**config.mk**
```make
export PLATFORM = sky130hd
export DESIGN_NAME = sramlike_arbiter_flat
export DESIGN_NICKNAME = d
export VERILOG_FILES = /design/src/rtl/sramlike_arbiter_if.sv /design/src/rtl/sramlike_arbiter.sv /design/src/flat_wrapper.sv
export SDC_FILE = /design/constraint.sdc
export NUM_CORES = 1
export LEC_CHECK = 0
export ABC_AREA = 1
export CAP_MARGIN = 20
export CORE_AREA = 2 2 123 125
export CTS_CLUSTER_SIZE = 10
export DETAILED_ROUTE_END_ITERATION = 8
export DIE_AREA = 0 0 125 127
export GPL_ROUTABILITY_DRIVEN = 0
export PLACE_DENSITY = 0.59
export SETUP_SLACK_MARGIN = 0.2
export SLEW_MARGIN = 15
export SYNTH_ARGS = -nofsm -noshare
export SYNTH_HDL_FRONTEND = slang
export SYNTH_SLANG_ARGS = --single-unit
```
**constraint.sdc**
```tcl
create_clock -name clk -period 6.5 [get_ports clk]
set_input_delay 0.975 -clock clk [delete_from_list [all_inputs] [get_ports clk]]
set_output_delay 0.975 -clock clk [all_outputs]
set_load 0.01 [all_outputs]
```
**src/rtl/sramlike_arbiter_if.sv**
```systemverilog
// One sram-like port: request/address phase from the master, addr_ok/data_ok/rdata back.
interface sramlike_arbiter_if;
  logic        req;
  logic        wr;
  logic [1:0]  size;
  logic [3:0]  wstrb;
  logic [31:0] addr;
  logic [31:0] wdata;
  logic        addr_ok;
  logic        data_ok;
  logic [31:0] rdata;

  modport master (output req, wr, size, wstrb, addr, wdata,
                  input  addr_ok, data_ok, rdata);
  modport slave  (input  req, wr, size, wstrb, addr, wdata,
                  output addr_ok, data_ok, rdata);
endinterface

```
**src/rtl/sramlike_arbiter.sv**
```systemverilog
// Shares one sram-like memory port between the inst and data masters, with in-order
// response routing through an owner FIFO and a fetch starvation guard.
//
// state        | meaning
// ST_OPEN      | no address phase pending, arbitrate freely
// ST_LOCK_INST | inst request offered but not taken, grant frozen on inst
// ST_LOCK_DATA | data request offered but not taken, grant frozen on data
module sramlike_arbiter #(
  parameter int MAX_OUTST    = 4,
  parameter int STARVE_LIMIT = 3
) (
  input  logic                 clk,
  input  logic                 reset,
  sramlike_arbiter_if.slave    inst_bus,
  sramlike_arbiter_if.slave    data_bus,
  sramlike_arbiter_if.master   mem_bus
);

  localparam int PW = (MAX_OUTST > 1) ? $clog2(MAX_OUTST) : 1;
  localparam int CW = $clog2(MAX_OUTST + 1);
  localparam int SW = $clog2(STARVE_LIMIT + 1);

  typedef logic [PW-1:0] ptr_t;
  typedef logic [CW-1:0] cnt_t;
  typedef logic [SW-1:0] stv_t;

  localparam ptr_t PTR_LAST = ptr_t'(MAX_OUTST - 1);
  localparam cnt_t CNT_FULL = cnt_t'(MAX_OUTST);
  localparam stv_t STV_MAX  = stv_t'(STARVE_LIMIT);

  typedef enum logic [1:0] {
    ST_OPEN      = 2'd0,
    ST_LOCK_INST = 2'd1,
    ST_LOCK_DATA = 2'd2
  } state_t;

  state_t state, state_nxt;

  logic owner_q [MAX_OUTST];
  ptr_t wr_ptr, rd_ptr;
  cnt_t count;
  stv_t starve_cnt;

  logic fifo_full;
  logic gnt_inst, gnt_data;
  logic mem_req_int;
  logic accept;
  logic pop;
  logic head_owner;

  assign fifo_full  = (count == CNT_FULL);
  assign head_owner = owner_q[rd_ptr];

  always_ff @(posedge clk or posedge reset) begin
    if (reset) state <= ST_OPEN;
    else       state <= state_nxt;
  end

  always_comb begin
    gnt_inst    = 1'b0;
    gnt_data    = 1'b0;
    mem_req_int = 1'b0;
    accept      = 1'b0;
    state_nxt   = state;
    case (state)
      ST_LOCK_INST: gnt_inst = 1'b1;
      ST_LOCK_DATA: gnt_data = 1'b1;
      default: begin
        // data normally wins; inst gets one forced slot once data has starved it
        if (data_bus.req && !(inst_bus.req && (starve_cnt == STV_MAX))) gnt_data = 1'b1;
        else if (inst_bus.req)                                           gnt_inst = 1'b1;
      end
    endcase
    mem_req_int = ((gnt_inst & inst_bus.req) | (gnt_data & data_bus.req))
                  & ~fifo_full & ~reset;
    accept      = mem_req_int & mem_bus.addr_ok;
    if (accept)           state_nxt = ST_OPEN;
    else if (mem_req_int) state_nxt = gnt_inst ? ST_LOCK_INST : ST_LOCK_DATA;
  end

  assign mem_bus.req   = mem_req_int;
  assign mem_bus.wr    = gnt_inst ? inst_bus.wr    : data_bus.wr;
  assign mem_bus.size  = gnt_inst ? inst_bus.size  : data_bus.size;
  assign mem_bus.wstrb = gnt_inst ? inst_bus.wstrb : data_bus.wstrb;
  assign mem_bus.addr  = gnt_inst ? inst_bus.addr  : data_bus.addr;
  assign mem_bus.wdata = gnt_inst ? inst_bus.wdata : data_bus.wdata;

  assign inst_bus.addr_ok = accept & gnt_inst;
  assign data_bus.addr_ok = accept & gnt_data;

  // responses with nothing outstanding are dropped
  assign pop = mem_bus.data_ok & (count != '0);

  assign inst_bus.data_ok = pop & ~head_owner;
  assign data_bus.data_ok = pop &  head_owner;
  assign inst_bus.rdata   = mem_bus.rdata;
  assign data_bus.rdata   = mem_bus.rdata;

  always_ff @(posedge clk) begin
    if (accept) owner_q[wr_ptr] <= gnt_data;
  end

  always_ff @(posedge clk or posedge reset) begin
    if (reset) begin
      wr_ptr <= '0;
      rd_ptr <= '0;
      count  <= '0;
    end else begin
      if (accept) wr_ptr <= (wr_ptr == PTR_LAST) ? '0 : wr_ptr + ptr_t'(1);
      if (pop)    rd_ptr <= (rd_ptr == PTR_LAST) ? '0 : rd_ptr + ptr_t'(1);
      case ({accept, pop})
        2'b10:   count <= count + cnt_t'(1);
        2'b01:   count <= count - cnt_t'(1);
        default: count <= count;
      endcase
    end
  end

  always_ff @(posedge clk or posedge reset) begin
    if (reset) begin
      starve_cnt <= '0;
    end else if (accept && gnt_data && inst_bus.req) begin
      if (starve_cnt != STV_MAX) starve_cnt <= starve_cnt + stv_t'(1);
    end else if ((accept && gnt_inst) || !inst_bus.req) begin
      starve_cnt <= '0;
    end
  end

endmodule

```
**src/flat_wrapper.sv**
```systemverilog
// flat-port wrapper written by rule: the top's interface ports become plain ports
module sramlike_arbiter_flat 
#(
  parameter int MAX_OUTST    = 4,
  parameter int STARVE_LIMIT = 3
)
  (clk, reset, inst_bus_req, inst_bus_wr, inst_bus_size, inst_bus_wstrb, inst_bus_addr, inst_bus_wdata, inst_bus_addr_ok, inst_bus_data_ok, inst_bus_rdata, data_bus_req, data_bus_wr, data_bus_size, data_bus_wstrb, data_bus_addr, data_bus_wdata, data_bus_addr_ok, data_bus_data_ok, data_bus_rdata, mem_bus_req, mem_bus_wr, mem_bus_size, mem_bus_wstrb, mem_bus_addr, mem_bus_wdata, mem_bus_addr_ok, mem_bus_data_ok, mem_bus_rdata);
  sramlike_arbiter_if inst_bus_i ();
  sramlike_arbiter_if data_bus_i ();
  sramlike_arbiter_if mem_bus_i ();
  input  logic clk;
  input  logic reset;
  input wire logic [$bits(inst_bus_i.req)-1:0] inst_bus_req;
  input wire logic [$bits(inst_bus_i.wr)-1:0] inst_bus_wr;
  input wire logic [$bits(inst_bus_i.size)-1:0] inst_bus_size;
  input wire logic [$bits(inst_bus_i.wstrb)-1:0] inst_bus_wstrb;
  input wire logic [$bits(inst_bus_i.addr)-1:0] inst_bus_addr;
  input wire logic [$bits(inst_bus_i.wdata)-1:0] inst_bus_wdata;
  output wire logic [$bits(inst_bus_i.addr_ok)-1:0] inst_bus_addr_ok;
  output wire logic [$bits(inst_bus_i.data_ok)-1:0] inst_bus_data_ok;
  output wire logic [$bits(inst_bus_i.rdata)-1:0] inst_bus_rdata;
  input wire logic [$bits(data_bus_i.req)-1:0] data_bus_req;
  input wire logic [$bits(data_bus_i.wr)-1:0] data_bus_wr;
  input wire logic [$bits(data_bus_i.size)-1:0] data_bus_size;
  input wire logic [$bits(data_bus_i.wstrb)-1:0] data_bus_wstrb;
  input wire logic [$bits(data_bus_i.addr)-1:0] data_bus_addr;
  input wire logic [$bits(data_bus_i.wdata)-1:0] data_bus_wdata;
  output wire logic [$bits(data_bus_i.addr_ok)-1:0] data_bus_addr_ok;
  output wire logic [$bits(data_bus_i.data_ok)-1:0] data_bus_data_ok;
  output wire logic [$bits(data_bus_i.rdata)-1:0] data_bus_rdata;
  output wire logic [$bits(mem_bus_i.req)-1:0] mem_bus_req;
  output wire logic [$bits(mem_bus_i.wr)-1:0] mem_bus_wr;
  output wire logic [$bits(mem_bus_i.size)-1:0] mem_bus_size;
  output wire logic [$bits(mem_bus_i.wstrb)-1:0] mem_bus_wstrb;
  output wire logic [$bits(mem_bus_i.addr)-1:0] mem_bus_addr;
  output wire logic [$bits(mem_bus_i.wdata)-1:0] mem_bus_wdata;
  input wire logic [$bits(mem_bus_i.addr_ok)-1:0] mem_bus_addr_ok;
  input wire logic [$bits(mem_bus_i.data_ok)-1:0] mem_bus_data_ok;
  input wire logic [$bits(mem_bus_i.rdata)-1:0] mem_bus_rdata;
  assign inst_bus_i.req = inst_bus_req;
  assign inst_bus_i.wr = inst_bus_wr;
  assign inst_bus_i.size = inst_bus_size;
  assign inst_bus_i.wstrb = inst_bus_wstrb;
  assign inst_bus_i.addr = inst_bus_addr;
  assign inst_bus_i.wdata = inst_bus_wdata;
  assign inst_bus_addr_ok = inst_bus_i.addr_ok;
  assign inst_bus_data_ok = inst_bus_i.data_ok;
  assign inst_bus_rdata = inst_bus_i.rdata;
  assign data_bus_i.req = data_bus_req;
  assign data_bus_i.wr = data_bus_wr;
  assign data_bus_i.size = data_bus_size;
  assign data_bus_i.wstrb = data_bus_wstrb;
  assign data_bus_i.addr = data_bus_addr;
  assign data_bus_i.wdata = data_bus_wdata;
  assign data_bus_addr_ok = data_bus_i.addr_ok;
  assign data_bus_data_ok = data_bus_i.data_ok;
  assign data_bus_rdata = data_bus_i.rdata;
  assign mem_bus_req = mem_bus_i.req;
  assign mem_bus_wr = mem_bus_i.wr;
  assign mem_bus_size = mem_bus_i.size;
  assign mem_bus_wstrb = mem_bus_i.wstrb;
  assign mem_bus_addr = mem_bus_i.addr;
  assign mem_bus_wdata = mem_bus_i.wdata;
  assign mem_bus_i.addr_ok = mem_bus_addr_ok;
  assign mem_bus_i.data_ok = mem_bus_data_ok;
  assign mem_bus_i.rdata = mem_bus_rdata;
  sramlike_arbiter #(.MAX_OUTST(MAX_OUTST), .STARVE_LIMIT(STARVE_LIMIT)) u_core (.clk(clk), .reset(reset), .inst_bus(inst_bus_i), .data_bus(data_bus_i), .mem_bus(mem_bus_i));
endmodule
```
# [Word level (Yosys, flattened, before mapping)]
# Memory sizes are Yosys's and may differ from the RTL's.
# Cells that the tools add are included.
[totals] in_bits=180 register_bits=11 memories=1 mem_bits_rw=4 out_inout_bits=140
[classes] addsub=5 n_bitwise=14 mux=21 n_reduce_logical=13 eq_ne=10
[mem_list] memory="u_core.owner_q" words=4 width=1 read_ports=1 rd_ports_with_merged_regs=0 wr=1 line="sramlike_arbiter.sv:39" source="logic owner_q [MAX_OUTST];"
[op_table] op="$mux 32" count=2
[op_table] op="$mux 2" count=9
[op_table] op="$and 1x1->1" count=10
[op_table] op="$eq 2x2->1 const B" count=5
[op_table] op="$add 2x1->2 const B" count=3
[op_table] op="$mux 1" count=6
[op_table] op="$pmux 3 s2" count=1
[op_table] op="$reduce_bool 2->1" count=3
[op_table] op="$logic_and 1x1->1" count=5
[op_table] op="$eq 2x1->1 const B" count=2
[op_table] op="$mux 4" count=1
[op_table] op="$ne 2x2->1 const B" count=2
[op_table] op="$pmux 1 s2" count=2
[op_table] op="$add 3x1->3 const B" count=1
[op_table] op="$eq 3x3->1 const B" count=1
[op_table] op="$not 1->1" count=3
[op_table] op="$reduce_bool 3->1" count=1
[op_table] op="$sub 3x1->3 const B" count=1
[op_table] op="$logic_not 1->1" count=2
[op_table] op="$reduce_and 2->1" count=1
[op_table] op="$logic_or 1x1->1" count=1
[op_table] op="$or 1x1->1" count=1

# [Logic depth before layout (Yosys ltp)]
# Gate-level depths: netlist of the first run.
[logic_depth] ltp_word=15 ltp_mapped=15

# [Least setup slack after synthesis of the first run]
# OpenSTA, ideal clock, no wires.
[synth_timing] path_kind="input-to-output" startpoint="in data_bus_req" endpoint="out mem_bus_addr[0]" arrival_time_ns=1.691 slack_ns=3.834 stages=7 path_cell_list="nand2_1 > inv_1 > nand2_2 > nand2_2 > clkbuf_1 > nand2_1 > nand2_1"
[synth_via] elab_chain_cells=4
[synth_lines] element="start: declaration" line="flat_wrapper.sv:22" source="input wire logic [$bits(data_bus_i.req)-1:0] data_bus_req;"
[synth_lines] element="$logic_and 1x1->1" line="sramlike_arbiter.sv:70" source="if (data_bus.req && !(inst_bus.req && (starve_cnt == STV_MAX))) gnt_data = 1'b1;"
[synth_lines] element="$mux 1" line="sramlike_arbiter.sv:70"
[synth_lines] element="$pmux 1 s2" line="sramlike_arbiter.sv:65" source="case (state)"
[synth_lines] element="$mux 32" line="sramlike_arbiter.sv:85" source="assign mem_bus.addr = gnt_inst ? inst_bus.addr : data_bus.addr;"
[synth_lines] element="end: declaration" line="flat_wrapper.sv:35" source="output wire logic [$bits(mem_bus_i.addr)-1:0] mem_bus_addr;"
# Every way passes these cells.

# [Worst setup path after layout of the first run]
[layout_timing] startpoint="in inst_bus_req" endpoint="out mem_bus_wstrb[2]"
[layout_via] elab_chain_cells=6 elab_cells_between_ends=7 classes_between="mux (4); reduce/logical (3)"
[layout_lines] element="start: declaration" line="flat_wrapper.sv:13" source="input wire logic [$bits(inst_bus_i.req)-1:0] inst_bus_req;"
[layout_lines] element="$logic_and 1x1->1" line="sramlike_arbiter.sv:70"
[layout_lines] element="$logic_not 1->1" line="sramlike_arbiter.sv:70"
[layout_lines] element="$logic_and 1x1->1" line="sramlike_arbiter.sv:70"
[layout_lines] element="$mux 1 *" line="sramlike_arbiter.sv:70"
[layout_lines] element="$pmux 1 s2 *" line="sramlike_arbiter.sv:65"
[layout_lines] element="$mux 4 *" line="sramlike_arbiter.sv:84" source="assign mem_bus.wstrb = gnt_inst ? inst_bus.wstrb : data_bus.wstrb;"
[layout_lines] element="end: declaration" line="flat_wrapper.sv:34" source="output wire logic [$bits(mem_bus_i.wstrb)-1:0] mem_bus_wstrb;"
# Every way passes the cells marked *; elsewhere a longest branch is shown, timed or not.

==> flow_summary.yaml, run 1 <==
timing:
  tns_ps: 0
  tightest_slew_ps: 726
  period_needed_ps: 4540
  finalCritPeriodShare_pct: 69.8
  hold_viol: 0
  max_freq_mhz: 220
  fin_skew_ps: 3.23
  slew_headroom_pct: 51.6
  drv_slew: 0
  setup_viol: 0
  rsz0062_at_grt: "false"
  hold-worst-slack_ps: 492
die:
  start_util_pct: 15.8
  die_h_um: 127
  die_width_um: 125
  core_mm2: 0.0144
  rows: 44
  io_pins: 320
  die-area_mm2: 0.0159
power:
  power_density_mw_per_mm2: 307
  irDropWorstVdd_uv: 128
  leakagePower_uw: 0.00202
  totalPowerFinal_uw: 1320
route:
  drc: 0
  vias: 2721
  viasPerCell: 3.70
  ant_nets: 0
  wire_per_inst_um: 12.9
  first_iter_violations: 97
  drt-pass1-iter-count: 4
  routed_wl_mm: 9.46
grt:
  antenna_found_initial: 0
  grt_max_degree: 72
  grt_pass1_wl_mm: 13.9
  gr-total-overflow: 0
  gr-usage-all-layers_pct: 10.8
  grt_pass1_vias: 2575
critical_path:
  critical_path.max_fanout: 41
  path_buf_inv: 4
  crit_type: "in2out"
  worstPathRequired_ps: 5520
  endpoint_kind: "output port"
  slowest_delay_ps: 580
  crit_family: "buffers and inverters"
  crit_top_cell: "nand2_1"
  worstPathArrival_ps: 3560
  worst_setup_path_start_kind: "primary input"
  cpMaxStageDelayCell: "clkdlybuf4s50_1"
  crit_path_cell_trace: "clkdlybuf4s50_1, nand2_1, nand2_2, nand2_2, inv_2, buf_4, nand2_1, nand2_1, clkdlybuf4s50_1"
cells_and_area:
  fin_nets: 742
  nFillCells: 1584
  final_cells: 735
  ff_latch_area_um2: 395
  final_area_mm2: 0.00429
  drive_gt1_share_pct: 2.36
  multi_input_area_mm2: 0.00124
  antenna_cells: 0
  area_growth_pct: 88.5
cts:
  cts.hold.buffers_added: 0
  postCtsSetupBuffers: 0
  clock-root-buffer: "clkbuf_16"
  clock_sinks: 15
  clockBufferDepth: 2
  post_cts_resized: 0
  htreeDepth: 1
  clk_latency_ps: 240
  clk_pin_slew_ps: 50
  cts_tree: "built"
  cts-buffers-inserted: 3
synthesis:
  syn_area_per_cell_um2: 5.69
  post_synth_num_cell_types: 25
  netlist_instances: 400
  syn_area_mm2: 0.00228
  synth_fp_nets: 590
  synthArstFlopShare_pct: 73.3
  ys_ff_latch: 15
  ys_seq_area_share_pct: 17.4
  synth_top_flop_cell: "dfrtp_1"
  synth_warnings: 0
  synth_edf_count: 4
placed_design:
  placed_area_mm2: 0.00421
  dp_hpwl_mm: 7.96
  dp_cells: 731
  numPortBuffers: 223
run_status:
  status: "finished, final reports clean"
hold_path:
  min_path_type: "reg2reg"
job:
  maxCapViolCount: 0
==> through the flow <==
stage | worst slack [ps] | utilization [%]
finish | 1960 | 29.8
global route | 1720 | 29.8
CTS | 1890 | 29.8
detailed placement | 1900 | 29.2
global placement | 1910 | 29.2
floorplan | 3830 | -
==> placed cells by master (no fill, tap or decap), types with 2 or more instances in the layout <==
cell type and instances:
buf_4 2, edfxtp_1 4, nand2_1 238, nor2_1 7, dfrtp_1 11, clkbuf_16 3
a21oi_1 3, o21ai_0 6, ha_1 9, clkdlybuf4s50_1 223, nand2_2 3, nand3_1 4
inv_1 24, xnor2_1 2
==> flip-flops by register name (all words and copies together), names as in the netlist <==
name	count
u_core.count	3
u_core.owner_q	4
u_core.rd_ptr	2
u_core.starve_cnt	2
u_core.state	2
u_core.wr_ptr	2
==> final timing paths <==
check | from | endpoint | slack, ps | cells after the start
worst max-delay path | inst_bus_req | mem_bus_wstrb[2] | 1960 | 9
worst min-delay path | u_core.count[0] | u_core.count[0] | 490 | 1
worst max register to register | u_core.state[0] | u_core.count[2] | 3990 | 15
worst min register to register | u_core.count[0] | u_core.count[0] | 490 | 1
max in group asynchronous | reset | u_core.starve_cnt[0] | 5050 | 2
min in group asynchronous | reset | u_core.count[0] | 1140 | 2
==> logic make-up after synthesis <==
family | Yosys count | synth area share (%)
AOI/OAI and AO/OA | 13 | 3.90
and+or+nand+nor | 256 | 44.1
buffers and inverters | 104 | 28.1
DFF | 15 | 17.4
adders and majority gates | 10 | 5.82
xor gates and xnor gates | 2 | 0.769
==> report_power, final <==
part | leakage (uW) | switching [uW] | internal (uW)
Combinational | 0.00181 | 522 | 518
Sequential | 0.000174 | 25.6 | 134
Clock | 0.0000382 | 35.2 | 82.9
Total | 0.00202 | 583 | 735
==> cells in the mapped netlist (all sizes together) (2+ instances only) <==
| library cell | instances | share of area (%) |
|---|---|---|
| buf | 71 | 23 |
| dfrtp | 11 | 12 |
| xnor2 | 2 | 0.77 |
| nand3 | 6 | 2.1 |
| nor2 | 8 | 1.6 |
| a21oi | 3 | 0.66 |
| edfxtp | 4 | 5.3 |
| clkbuf | 7 | 1.2 |
| o21ai | 6 | 1.3 |
| inv | 25 | 4.1 |
| nand2 | 241 | 40 |
| ha | 9 | 4.9 |
==> worst register-to-register path, cell delays in order, from the launching register on <==
cell	delay, ps
dfrtp_1	350
inv_1	70
ha_1	330
nand2_1	80
inv_1	40
nand2_2	70
nand2_1	130
nand2_1	110
nand2_2	80
nand3_4	120
ha_1	170
inv_1	70
fa_1	380
a21oi_1	140
o21ai_0	120
xnor2_1	140
==> cell type report <==
type | count | area share (%)
timing repair buffer | 225 | 52.4
multi-input combinational | 281 | 29.0
sequential | 15 | 9.21
inverter | 26 | 2.27
tap | 184 | 5.36
clock buffer | 4 | 1.84
==> per-layer routing <==
metal,vias up,global-route usage [%],part of all wire (%)
li1,1437,-,-
met1,1099,12.5,38
met2,150,18.6,49
met3,35,3.60,9.4
met4,0,4.18,3.2
met5,-,0,0
No activity file was read; power rests on OpenSTA's default activity.
==> inputs of run 2 (changes only) <==
--- a/config.mk
+++ b/config.mk
@@ -7,12 +7,12 @@
 export LEC_CHECK = 0
 export ABC_AREA = 1
 export CAP_MARGIN = 20
-export CORE_AREA = 2 2 123 125
+export CORE_AREA = 2 2 124 126
 export CTS_CLUSTER_SIZE = 10
 export DETAILED_ROUTE_END_ITERATION = 8
-export DIE_AREA = 0 0 125 127
+export DIE_AREA = 0 0 126 128
 export GPL_ROUTABILITY_DRIVEN = 0
-export PLACE_DENSITY = 0.59
+export PLACE_DENSITY = 0.58
 export SETUP_SLACK_MARGIN = 0.2
 export SLEW_MARGIN = 15
 export SYNTH_ARGS = -nofsm -noshare
==> constraint.sdc (replaced) <==
create_clock -name clk -period 4.5 [get_ports clk]
set_input_delay 0.675 -clock clk [delete_from_list [all_inputs] [get_ports clk]]
set_output_delay 0.675 -clock clk [all_outputs]
set_load 0.01 [all_outputs]
==> run 2 against run 1 <==
  * Global-route usage hardly changed
  * Design area is 0.70% higher
  * Worst hold slack better by 3.4 ps
  * Highest routed layer unchanged
  * Critical path type unchanged
  * First-iteration DRC count is 34% lower
  * Register-to-register slack worse by 2000 ps
==> flow_summary.yaml, run 2 (synthesized netlist as in run 1, its figures left out) <==
cells_and_area:
  fin_nets: 742
  antenna_cells: 0
  final_common_cell: "nand2_1"
  fin_util_pct: 29.1
  multi_input_area_mm2: 0.00124
  largest_register: "u_core.owner_q"
  final_area_mm2: 0.00432
  drive_gt1_share_pct: 2.36
  area_growth_pct: 89.8
  nFillCells: 1619
  reg_top3: "u_core.owner_q: 4 flops, u_core.count: 3 flops"
  ff_latch_area_um2: 395
  largest_reg_flops: 4
  layout_common_cells: "nand2_1 (238), clkdlybuf4s50_1 (223), inv_1 (24)"
cts:
  cts.hold.buffers_added: 0
  postCtsSetupBuffers: 0
  htreeDepth: 1
  post_cts_resized: 0
  clockBufferDepth: 2
  clock_sinks: 15
  clk_latency_ps: 250
  cts-buffers-inserted: 3
  cts_tree: "built"
  clk_pin_slew_ps: 50
  clock-root-buffer: "clkbuf_16"
route:
  routed_wl_mm: 9.44
  drt-pass1-iter-count: 4
  wire_per_inst_um: 12.8
  drc: 0
  first_iter_violations: 64
  viasPerCell: 3.71
  vias: 2740
  ant_nets: 0
die:
  io_pins: 320
  core_mm2: 0.0149
  die_width_um: 126
  die-area_mm2: 0.0161
  die_h_um: 128
  rows: 45
  start_util_pct: 15.3
grt:
  grt_pass1_vias: 2644
  grt_pass1_wl_mm: 13.8
  gr-usage-all-layers_pct: 10.8
  gr-total-overflow: 0
  grt_max_degree: 72
  antenna_found_initial: 0
run_status:
  status: "finished, final reports clean"
power:
  p_seq_share_pct: 11.8
  p_sw_uw: 845
  totalPowerFinal_uw: 1920
  leakagePower_uw: 0.00203
  sw_frac_of_total_pct: 43.9
  pwr-share-comb_pct: 79.0
  power_density_mw_per_mm2: 445
  p_int_uw: 1080
  clockPowerShare_pct: 9.2
  irDropWorstVdd_uv: 199
timing:
  slew_headroom_pct: 68.9
  finalCritPeriodShare_pct: 77.7
  tightest_slew_ps: 466
  hold-worst-slack_ps: 495
  period_needed_ps: 3500
  max_freq_mhz: 286
  rsz0062_at_grt: "false"
  setup_viol: 0
  fin_skew_ps: 3.69
  hold_viol: 0
  tns_ps: 0
  drv_slew: 0
job:
  maxCapViolCount: 0
critical_path:
  critical_path.max_fanout: 64
  crit_type: "in2out"
  worst_setup_path_start_kind: "primary input"
  worstPathArrival_ps: 2820
  endpoint_kind: "output port"
  worstPathRequired_ps: 3830
hold_path:
  min_path_type: "reg2reg"
placed_design:
  numPortBuffers: 223
  dp_hpwl_mm: 7.82
  placed_area_mm2: 0.00424
==> run 2: cell counts in the layout (fill, tap and decap cells not counted) <==
Identical to the previous run, type by type.
==> run 2: final cells by class <==
cell class | count | area share, %
Inverter | 26 | 2.26
Timing Repair Buffer | 225 | 52.6
Clock buffer | 4 | 1.82
Sequential cell | 15 | 9.15
Tap cell | 188 | 5.44
Multi-Input combinational cell | 281 | 28.7
==> run 2: worst paths after layout <==
path	cells after the start	startpoint	slack, ps	to
min in group asynchronous	2	reset	840	u_core.wr_ptr[1]
setup / recovery	9	inst_bus_req	1000	mem_bus_wstrb[2]
hold / removal	1	u_core.count[0]	500	u_core.count[0]
hold reg to reg	1	u_core.count[0]	500	u_core.count[0]
max in group asynchronous	2	reset	3340	u_core.rd_ptr[0]
setup reg to reg	15	u_core.state[0]	2010	u_core.count[2]
==> run 2: metrics by stage <==
step | worst slack, ps | cells
3_5_place_dp | 989 | 735
5_1_grt | 833 | 739
2_1_floorplan | 2250 | 400
6_report | 1000 | 739
4_1_cts | 984 | 739
3_3_place_gp | 1040 | 735
==> run 2: critical path, stage by stage <==
cell	delay (ps)
clkdlybuf4s50_1	590
nand2_1	100
nand2_2	100
nand2_2	80
inv_2	180
buf_12	270
nand2_1	110
nand2_1	100
clkdlybuf4s50_1	540
==> run 2: metal layers <==
layer	vias up	share of wire (%)	track usage, %
met2	150	51	19.5
met4	0	3.2	4.59
met5	-	0	0
met1	1118	37	12.2
li1	1435	-	-
met3	37	8.3	2.63
==> run 2: power groups by stage <==
stage          combinational [uW]  sequential (uW)  clock [uW]
6_report                     1520              227         177
3_5_place_dp                 1550              229           0
4_1_cts                      1560              227         182
5_1_grt                      1680              233         188
3_3_place_gp                 1550              229           0
2_1_floorplan                 788              223           0
==> inputs of run 3 (changes only) <==
==> constraint.sdc (replaced) <==
create_clock -name clk -period 3.47 [get_ports clk]
set_input_delay 0.5205 -clock clk [delete_from_list [all_inputs] [get_ports clk]]
set_output_delay 0.5205 -clock clk [all_outputs]
set_load 0.01 [all_outputs]
==> run 3 against run 2 <==
  * Critical path type unchanged
  * Largest cell class unchanged
  * Sequential cell count did not move
  * Register-to-register slack got worse by 990 ps
  * Total power rose by 31%
==> flow_summary.yaml, run 3 (synthesized netlist as in run 1, its figures left out) <==
run_status:
  status: "finished, final reports clean"
critical_path:
  crit_top_cell: "nand2_1"
  critical_path.max_fanout: 47
  crit_path_cell_trace: "clkdlybuf4s50_1, nand2_1, nand2_2, nand2_2, inv_2, buf_12, nand2_1, nand2_1, clkdlybuf4s50_1"
  slowest_delay_ps: 590
  worstPathArrival_ps: 2530
  cpMaxStageDelayCell: "clkdlybuf4s50_1"
  path_buf_inv: 4
  worstPathRequired_ps: 2950
  crit_family: "buffers and inverters"
  worst_setup_path_start_kind: "primary input"
  crit_type: "in2out"
  endpoint_kind: "output port"
route:
  vias: 2704
  first_iter_violations: 53
  drc: 0
  drt-pass1-iter-count: 4
  viasPerCell: 3.64
  wire_per_inst_um: 12.5
  ant_nets: 0
  routed_wl_mm: 9.26
grt:
  grt_pass1_wl_mm: 13.4
  grt_pass1_vias: 2637
  gr-total-overflow: 0
  antenna_found_initial: 0
  met2_usage_pct: 17.8
  use_met1_pct: 12.0
  use_met3_pct: 3.17
  grt.busiest_layer: "met2"
  gr-usage-all-layers_pct: 10.4
  grt_max_degree: 59
placed_design:
  numPortBuffers: 223
  dp_hpwl_mm: 7.83
  placed_area_mm2: 0.00427
timing:
  slew_headroom_pct: 68.5
  drv_slew: 0
  hold_viol: 0
  tightest_slew_ps: 471
  setup_viol: 0
  fin_skew_ps: 3.95
  max_freq_mhz: 328
  finalCritPeriodShare_pct: 87.9
  tns_ps: 0
  hold-worst-slack_ps: 489
  period_needed_ps: 3050
  rsz0062_at_grt: "false"
die:
  core_mm2: 0.0149
  die_h_um: 128
  die_width_um: 126
  start_util_pct: 15.3
  rows: 45
  die-area_mm2: 0.0161
  io_pins: 320
cells_and_area:
  antenna_cells: 0
  fin_util_pct: 29.2
  nFillCells: 1644
  layout_common_cells: "nand2_1 (238), clkdlybuf4s50_1 (223), inv_1 (24)"
  fin_nets: 745
  final_common_cell: "nand2_1"
  final_area_mm2: 0.00434
  drive_gt1_share_pct: 2.89
  reg_top3: "u_core.owner_q: 4 flops, u_core.count: 3 flops"
  area_growth_pct: 90.8
  largest_reg_flops: 4
  largest_register: "u_core.owner_q"
cts:
  post_cts_resized: 0
  clock-root-buffer: "clkbuf_16"
  cts-buffers-inserted: 3
  clk_pin_slew_ps: 50
  cts_tree: "built"
  postCtsSetupBuffers: 0
  cts.hold.buffers_added: 0
  htreeDepth: 1
  clockBufferDepth: 2
  clock_sinks: 15
  clk_latency_ps: 240
job:
  maxCapViolCount: 0
power:
  totalPowerFinal_uw: 2510
  power_density_mw_per_mm2: 579
  leakagePower_uw: 0.00204
  irDropWorstVdd_uv: 197
hold_path:
  min_path_type: "reg2reg"
[run 3: changes by cell type in the layout (fill, tap and decap cells not counted)]
cell,previous run,this run
buf_4,0,3
[run 3: per-layer routing]
| layer | routed length, um | share of wire (%) |
|---|---|---|
| met5 | 0 | 0 |
| met4 | 293 | 3.2 |
| met3 | 853 | 9.2 |
| met2 | 4520 | 49 |
| met1 | 3590 | 39 |
[run 3: final cells by class]
type                    instances  area, um2  share of cell area, %
repair buffers                228       2290                   52.8
multi-input cells             281       1240                   28.6
inverters                      26       97.6                   2.25
flip-flops and latches         15        395                   9.10
well taps                     188        235                   5.41
clock buffers                   4       78.8                   1.81
[run 3: power by group]
group	internal [uW]	total [uW]	switching, uW
logic	1010	2000	983
registers	250	296	45.6
clock network	155	224	68.1
[run 3: worst paths after layout]
kind | start | to | slack [ps] | depth (start not counted)
worst max-delay path | inst_bus_req | mem_bus_wdata[27] | 420 | 9
worst min-delay path | u_core.count[0] | u_core.count[0] | 490 | 1
worst max register to register | u_core.state[0] | u_core.count[2] | 1020 | 15
worst min register to register | u_core.count[0] | u_core.count[0] | 490 | 1
max in group asynchronous | reset | u_core.rd_ptr[0] | 2450 | 2
min in group asynchronous | reset | u_core.starve_cnt[0] | 700 | 2
[run 3: per-stage QoR]
stage / worst slack, ps / instances
after global routing: 228 / 742
after global placement: 430 / 738
after detailed placement: 404 / 738
after CTS: 393 / 742
final: 419 / 742
after floorplan: 1220 / 400
